$ cat src/rtl/calc_pkg.sv
// Shared types and constants for the 4-bit calculator sequencer.
package calc_pkg;

  localparam int unsigned DEBOUNCE_DEFAULT = 1_000_000;
  localparam int unsigned OPND_W           = 4;
  localparam int unsigned OP_W             = 2;
  localparam int unsigned RES_W            = 8;
  localparam int unsigned STATE_W          = 3;

  typedef enum logic [STATE_W-1:0] {
    IDLE   = 3'd0,
    GET_OP = 3'd1,
    GET_B  = 3'd2,
    EXEC   = 3'd3,
    SHOW   = 3'd4
  } state_t;

  localparam logic [OP_W-1:0] OP_ADD = 2'b00;
  localparam logic [OP_W-1:0] OP_SUB = 2'b01;
  localparam logic [OP_W-1:0] OP_MUL = 2'b10;
  localparam logic [OP_W-1:0] OP_RSV = 2'b11;

  // Latched outcome of one execution, as presented to the display path
  typedef struct packed {
    logic [RES_W-1:0] mag;
    logic             neg;
    logic             err;
  } calc_res_t;

endpackage

$ cat src/rtl/calc_sequencer_if.sv
// Board-side bundle: raw buttons/switches in, captured operands and result out.
interface calc_sequencer_if;
  import calc_pkg::*;

  logic [1:0]         KEY;
  logic [9:0]         SW;
  logic [OPND_W-1:0]  a_o;
  logic [OPND_W-1:0]  b_o;
  logic [RES_W-1:0]   result;
  logic               neg;
  logic               err;
  logic               result_valid;
  logic [STATE_W-1:0] state_o;

  modport master (
    output KEY, SW,
    input  a_o, b_o, result, neg, err, result_valid, state_o
  );

  modport slave (
    input  KEY, SW,
    output a_o, b_o, result, neg, err, result_valid, state_o
  );

endinterface

$ cat src/rtl/key_debounce.sv
// Active-low button: 2-FF synchronizer, stability counter, one-cycle press pulse.
module key_debounce
  import calc_pkg::*;
#(
  parameter int unsigned DEBOUNCE_CYCLES = DEBOUNCE_DEFAULT
) (
  input  logic MAX10_CLK1_50,
  input  logic rst,
  input  logic key_n,
  output logic press_p
);

  localparam int unsigned CNT_W = (DEBOUNCE_CYCLES > 1) ? $clog2(DEBOUNCE_CYCLES) : 1;
  localparam logic [CNT_W-1:0] CNT_LAST = CNT_W'(DEBOUNCE_CYCLES - 1);

  logic [1:0]       sync_q;
  logic             level;
  logic             stable_q;
  logic [CNT_W-1:0] cnt_q;

  // Synchronizer resets to the released (high) level
  always_ff @(posedge MAX10_CLK1_50 or posedge rst) begin
    if (rst) sync_q <= 2'b11;
    else     sync_q <= {sync_q[0], key_n};
  end

  assign level = ~sync_q[1];

  // Accept a new level only after it has differed for DEBOUNCE_CYCLES cycles
  always_ff @(posedge MAX10_CLK1_50 or posedge rst) begin
    if (rst) begin
      stable_q <= 1'b0;
      cnt_q    <= '0;
      press_p  <= 1'b0;
    end else if (level == stable_q) begin
      cnt_q    <= '0;
      press_p  <= 1'b0;
    end else if (cnt_q == CNT_LAST) begin
      stable_q <= level;
      cnt_q    <= '0;
      press_p  <= level;
    end else begin
      cnt_q    <= cnt_q + CNT_W'(1);
      press_p  <= 1'b0;
    end
  end

endmodule

$ cat src/rtl/calc_sequencer.sv
// Button-driven sequencer: capture A, op, B, execute once, hold result for display.
module calc_sequencer
  import calc_pkg::*;
#(
  parameter int unsigned DEBOUNCE_CYCLES = DEBOUNCE_DEFAULT
) (
  input  logic MAX10_CLK1_50,
  input  logic rst,
  calc_sequencer_if.slave io
);

  logic              enter_p;
  logic              clear_p;
  state_t            state_q, state_d;
  logic [OPND_W-1:0] a_q, a_d;
  logic [OPND_W-1:0] b_q, b_d;
  logic [OP_W-1:0]   op_q, op_d;
  calc_res_t         res_q, res_d;
  logic              valid_q, valid_d;
  logic              unused_sw_bits;

  assign unused_sw_bits = ^io.SW[7:4];

  key_debounce #(.DEBOUNCE_CYCLES(DEBOUNCE_CYCLES)) u_enter (
    .MAX10_CLK1_50 (MAX10_CLK1_50),
    .rst           (rst),
    .key_n         (io.KEY[0]),
    .press_p       (enter_p)
  );

  key_debounce #(.DEBOUNCE_CYCLES(DEBOUNCE_CYCLES)) u_clear (
    .MAX10_CLK1_50 (MAX10_CLK1_50),
    .rst           (rst),
    .key_n         (io.KEY[1]),
    .press_p       (clear_p)
  );

  function automatic calc_res_t calc_eval(input logic [OP_W-1:0] op,
                                          input logic [OPND_W-1:0] a,
                                          input logic [OPND_W-1:0] b);
    calc_res_t r;
    r = '0;
    case (op)
      OP_ADD: r.mag = RES_W'(a) + RES_W'(b);
      OP_SUB: begin
        if (a >= b) begin
          r.mag = RES_W'(a - b);
        end else begin
          r.mag = RES_W'(b - a);
          r.neg = 1'b1;
        end
      end
      OP_MUL: r.mag = RES_W'(a) * RES_W'(b);
      default: r.err = 1'b1;
    endcase
    return r;
  endfunction

  always_ff @(posedge MAX10_CLK1_50 or posedge rst) begin
    if (rst) begin
      state_q <= IDLE;
      a_q     <= '0;
      b_q     <= '0;
      op_q    <= '0;
      res_q   <= '0;
      valid_q <= 1'b0;
    end else begin
      state_q <= state_d;
      a_q     <= a_d;
      b_q     <= b_d;
      op_q    <= op_d;
      res_q   <= res_d;
      valid_q <= valid_d;
    end
  end

  // Clear has priority over enter; any path into IDLE wipes the captured data
  always_comb begin
    state_d = state_q;
    a_d     = a_q;
    b_d     = b_q;
    op_d    = op_q;
    res_d   = res_q;
    valid_d = 1'b0;

    if (clear_p) begin
      state_d = IDLE;
    end else begin
      case (state_q)
        IDLE: if (enter_p) begin
          a_d     = io.SW[3:0];
          state_d = GET_OP;
        end
        GET_OP: if (enter_p) begin
          op_d    = io.SW[9:8];
          state_d = GET_B;
        end
        GET_B: if (enter_p) begin
          b_d     = io.SW[3:0];
          state_d = EXEC;
        end
        EXEC: begin
          res_d   = calc_eval(op_q, a_q, b_q);
          state_d = SHOW;
        end
        SHOW: if (enter_p) state_d = IDLE;
        default: state_d = IDLE;
      endcase
    end

    if (state_d == IDLE) begin
      a_d   = '0;
      b_d   = '0;
      op_d  = '0;
      res_d = '0;
    end
    valid_d = (state_d == SHOW);
  end

  assign io.a_o          = a_q;
  assign io.b_o          = b_q;
  assign io.result       = res_q.mag;
  assign io.neg          = res_q.neg;
  assign io.err          = res_q.err;
  assign io.result_valid = valid_q;
  assign io.state_o      = state_q;

endmodule
$ cat src/flat_wrapper.sv
// flat-port wrapper written by rule: the top's interface ports become plain ports
module calc_sequencer_flat import calc_pkg::*;
#(
  parameter int unsigned DEBOUNCE_CYCLES = DEBOUNCE_DEFAULT
)
  (MAX10_CLK1_50, rst, io_KEY, io_SW, io_a_o, io_b_o, io_result, io_neg, io_err, io_result_valid, io_state_o);
  calc_sequencer_if io_i ();
  input  logic MAX10_CLK1_50;
  input  logic rst;
  input wire logic [$bits(io_i.KEY)-1:0] io_KEY;
  input wire logic [$bits(io_i.SW)-1:0] io_SW;
  output wire logic [$bits(io_i.a_o)-1:0] io_a_o;
  output wire logic [$bits(io_i.b_o)-1:0] io_b_o;
  output wire logic [$bits(io_i.result)-1:0] io_result;
  output wire logic [$bits(io_i.neg)-1:0] io_neg;
  output wire logic [$bits(io_i.err)-1:0] io_err;
  output wire logic [$bits(io_i.result_valid)-1:0] io_result_valid;
  output wire logic [$bits(io_i.state_o)-1:0] io_state_o;
  assign io_i.KEY = io_KEY;
  assign io_i.SW = io_SW;
  assign io_a_o = io_i.a_o;
  assign io_b_o = io_i.b_o;
  assign io_result = io_i.result;
  assign io_neg = io_i.neg;
  assign io_err = io_i.err;
  assign io_result_valid = io_i.result_valid;
  assign io_state_o = io_i.state_o;
  calc_sequencer #(.DEBOUNCE_CYCLES(DEBOUNCE_CYCLES)) u_core (.MAX10_CLK1_50(MAX10_CLK1_50), .rst(rst), .io(io_i));
endmodule
$ cat config.mk
export PLATFORM = sky130hd
export DESIGN_NAME = calc_sequencer_flat
export DESIGN_NICKNAME = d
export VERILOG_FILES = /design/src/rtl/calc_pkg.sv /design/src/rtl/calc_sequencer_if.sv /design/src/rtl/key_debounce.sv /design/src/rtl/calc_sequencer.sv /design/src/flat_wrapper.sv
export SDC_FILE = /design/constraint.sdc
export NUM_CORES = 1
export LEC_CHECK = 0
export CAP_MARGIN = 20
export CORE_MARGIN = 2
export CORE_UTILIZATION = 50
export CTS_BUF_LIST = sky130_fd_sc_hd__clkbuf_8 sky130_fd_sc_hd__clkbuf_16
export CTS_CLUSTER_DIAMETER = 200
export DETAILED_ROUTE_END_ITERATION = 7
export GPL_ROUTABILITY_DRIVEN = 0
export PLACE_DENSITY = 0.81
export RECOVER_POWER = 25
export SYNTH_ARGS = -nofsm -noshare
export SYNTH_HDL_FRONTEND = slang
export SYNTH_SLANG_ARGS = --single-unit
$ cat constraint.sdc
create_clock -name MAX10_CLK1_50 -period 4.2 [get_ports MAX10_CLK1_50]
set_input_delay 1.26 -clock MAX10_CLK1_50 [delete_from_list [all_inputs] [get_ports MAX10_CLK1_50]]
set_output_delay 1.26 -clock MAX10_CLK1_50 [all_outputs]
set_load 0.05 [all_outputs]
==> summary.txt <==
Global routing
  • First-pass GRT wire length: 14.3 mm
  • Vias in the first global route: 3142
  • Antenna violations before repair: 0
  • GR Util All Layers: 0.204
  • Gr ovfl total: 0
  • Largest net degree at the start of global routing: 31

Critical path
  • RR Endpoint: u_core.io.result[6]
  • Arr. time, crit path: 3.39 ns
  • Crit path capture type: register
  • CP delay by family, top: adder cells
  • R2R Setup Slk: 1.07 ns
  • Critical path required time: between 4 and 5 ns
  • Critical-path cell list: nand2_1 > fa_1 > inv_1 > fa_1 > inv_1 > fa_1 > inv_1 > a21o_1 > a21oi_1 > xnor2_1 > a21oi_1 > o21ai_0
  • Slowest CP cell: dfrtp_1
  • Critical path class: register to register
  • CP peak stage delay: 0.58 ns
  • Reg2reg start: u_core.io.b_o[1]
  • Critical Path Fanout Max: 8
  • Worst R2R Path Depth: 12
  • CP startpoint kind: register
  • Buf+Inv Stages, Crit Path: 3

Detailed routing
  • WL/cell: 14.5 microns
  • Initial DRC count: 108
  • DRC Markers: 0
  • Vias per std cell: 5.51
  • Vias: 3146
  • DR pass1 iterations: 4
  • Post-route ant nets: 0
  • Total Wirelength: 8.27 mm

Run status
  • Status: completed

Clock tree
  • Root Driver: clkbuf_8
  • Clock H-tree levels: 3
  • CTS buffer count: 9
  • Resized cells post-CTS: 0
  • Hold bufs inserted after CTS: 0
  • Sink Count: 72
  • Total setup buffers inserted after CTS: 0
  • Clock-pin slew on the worst setup and hold paths: 0.08 ns
  • CTS tree: built
  • Clk_lat worst skew: roughly 0.35 ns
  • CTS Buffer Depth: 2

Yosys
  • Synth Area per Inst: 9.60 sq um
  • Synth Area in XOR/XNOR: 0.0936
  • Sequential-to-total area share from yosys stat: 0.439
  • Mapped Cells: roughly 430
  • Area fraction in compound gates after synthesis: 0.0811
  • Mux contribution to synthesized area: 0.0377
  • Async SR Flop Fraction: 1.00
  • Post-Syn Nets: roughly 480
  • Main combinational cell family by area after synthesis: simple AND/OR/NAND/NOR gates
  • Simple-Gate Fraction of Synth Area: 0.202
  • Yosys warns: 0
  • Synth Flop Type: dfrtp_1
  • Distinct cells, synth: 45
  • Post-synth EDFFs: 0
  • Adder-cell area share of the yosys netlist: 0.113
  • Post-synthesis register bit count: 72
  • Cell area after synthesis: a little over 4000 sq um

STA
  • Fin Hold WS: 0.358 ns
  • Setup-failing EPs final: 0
  • Tmin final: 3.13 ns
  • Worst-margin pin slew: 0.913 ns
  • Final worst setup slack: roughly 1.1 ns
  • Final Hold Viols: 0
  • RSZ-0062 raised after global routing: false
  • Final Slew Violations: 0
  • Setup_tns: 0 ns
  • Slew Limit Headroom: 0.386
  • Tcrit/Tclk final: 0.744
  • Skew final: 0.0125 ns
  • Max Clk Rate: 320 MHz

Min path
  • Beginning of the worst hold path: u_core.u_enter.sync_q[0]
  • Worst hold endpoint: u_core.u_enter.sync_q[1]
  • Hold Path Stages: 0
  • Worst min-delay path class: register to register

Final layout
  • Fillers: 707
  • Synth-to-Final Area Change: 13.7%
  • Nets: 508
  • Area taken by multi-input logic gates: ~2200 sq um
  • Commonest non-fill, non-tap cell in the layout: nor2_1
  • Register area: 1810 sq um
  • Final core utilization: 0.579
  • Most frequent cells in the layout: 78 x nor2_1, 68 x dfrtp_1, 32 x nand2_1, 26 x ha_1, 26 x clkdlybuf4s50_1
  • Share of cells above drive strength 1: 0.0622
  • Antenna cells: 0

Run
  • Max Cap Viol: 0

Power and ir drop
  • Static Leak: 2.01 nW
  • Pwr Density: 264 nW/um^2
  • VDD IR max: roughly 0.00015 V

Die
  • Boundary Pins: 36
  • Die Y: between 90 and 100 microns
  • Initial Util: 0.509
  • FP Rows: 33
  • Core Region: 8090 sq um
  • Die width: 94.8 microns
  • Die footprint: 8980 sq um

Placement
  • HPWL Detailed: 6.08 mm
  • Pre-CTS setup slack: 1.09 ns
  • # port buffers: 31
final cells by class:
class,instances,share of cell area
timing repair buffer,33,0.0695
sequential,72,0.386
clock buffer,10,0.0294
inverter,21,0.0168
clock inverter,6,0.00775
multi-input combinational,324,0.463
tap,105,0.0281
layer usage:
metal	track usage	wire length [microns]	up-vias
met4	0.100	221	0
met1	0.272	3710	1538
li1	-	-	1511
met3	0.0375	353	20
met5	0	0	-
met2	0.323	3990	77
power breakdown:
group,internal (mW),total [mW],leakage [nW],switching (mW)
logic,0.0133,0.0383,0.936,0.0250
registers,0.701,0.707,0.987,0.00617
clock network,0.226,0.493,0.0855,0.267
worst max path at each step:
| stage | startpoint | endpoint | slack [ns] | cells after the start |
|---|---|---|---|---|
| after floorplan | u_core.io.a_o[1] | u_core.io.result[6] | 1.03 | 12 |
| after global placement | u_core.io.a_o[1] | u_core.io.result[6] | 1.16 | 12 |
| after detailed placement | u_core.io.a_o[1] | u_core.io.result[6] | 1.09 | 12 |
| after CTS | u_core.io.a_o[1] | u_core.io.result[6] | 1.06 | 12 |
| after global routing | u_core.io.b_o[1] | u_core.io.result[7] | 0.90 | 11 |
| final | u_core.io.b_o[1] | u_core.io.result[6] | 1.07 | 12 |
flip-flops by register name, indices dropped and copies added, names as in the netlist:
register / count
u_core.io.a_o: 4
u_core.io.b_o: 4
u_core.io.err: 1
u_core.io.neg: 1
u_core.io.result: 8
u_core.io.result_valid: 1
u_core.io.state_o: 3
u_core.op_q: 2
u_core.u_clear.cnt_q: 20
u_core.u_clear.press_p: 1
u_core.u_clear.stable_q: 1
u_core.u_clear.sync_q: 2
u_core.u_enter.cnt_q: 20
u_core.u_enter.press_p: 1
u_core.u_enter.stable_q: 1
u_core.u_enter.sync_q: 2
per-stage QoR:
| stage | power [mW] | cells | area (sq um) |
|---|---|---|---|
| 2_1_floorplan | 0.744 | 429 | 4120 |
| 5_1_grt | 1.29 | 571 | 4680 |
| 3_3_place_gp | 0.760 | 555 | 4510 |
| 6_report | 1.24 | 571 | 4680 |
| 4_1_cts | 1.25 | 571 | 4690 |
| 3_5_place_dp | 0.761 | 555 | 4510 |
cell families after synthesis:
group / count (synthesis)
xor+xnor: 44
fa+ha+maj: 33
compound gates: 55
mux: 15
simple gates: 177
flops: 72
buf+inv: 33
Yosys cell counts, types with 2 or more instances:
library cell / instances / area share
or3_1: 2 / 0.0030
a211oi_1: 3 / 0.0055
dfstp_2: 4 / 0.026
a21oi_1: 19 / 0.023
xnor2_1: 19 / 0.040
nor3_1: 8 / 0.0097
dfrtp_1: 68 / 0.41
buf_4: 3 / 0.0055
xor2_1: 25 / 0.053
ha_1: 26 / 0.079
and4_1: 2 / 0.0043
nand2_1: 32 / 0.029
nand3_1: 18 / 0.022
nor4_1: 2 / 0.0030
fa_1: 7 / 0.034
a22oi_1: 3 / 0.0055
nor2b_1: 3 / 0.0046
mux2i_1: 11 / 0.027
and3_1: 9 / 0.014
inv_1: 21 / 0.019
nor4b_1: 4 / 0.0085
nand2b_1: 6 / 0.0091
clkbuf_1: 4 / 0.0036
mux2_2: 4 / 0.011
buf_2: 4 / 0.0049
nor2_1: 78 / 0.071
a21o_1: 5 / 0.0091
o211ai_1: 2 / 0.0036
nand4_1: 6 / 0.0091
o21ai_0: 14 / 0.017
o21bai_1: 3 / 0.0055
worst register-to-register path, cell delays in order, from the launching register on:
cell	delay (ns)
dfrtp_1	0.58
nand2_1	0.12
fa_1	0.49
inv_1	0.06
fa_1	0.57
inv_1	0.07
fa_1	0.45
inv_1	0.07
a21o_1	0.10
a21oi_1	0.08
xnor2_1	0.19
a21oi_1	0.10
o21ai_0	0.18
Note: power is estimated with default switching activity, not from simulation.
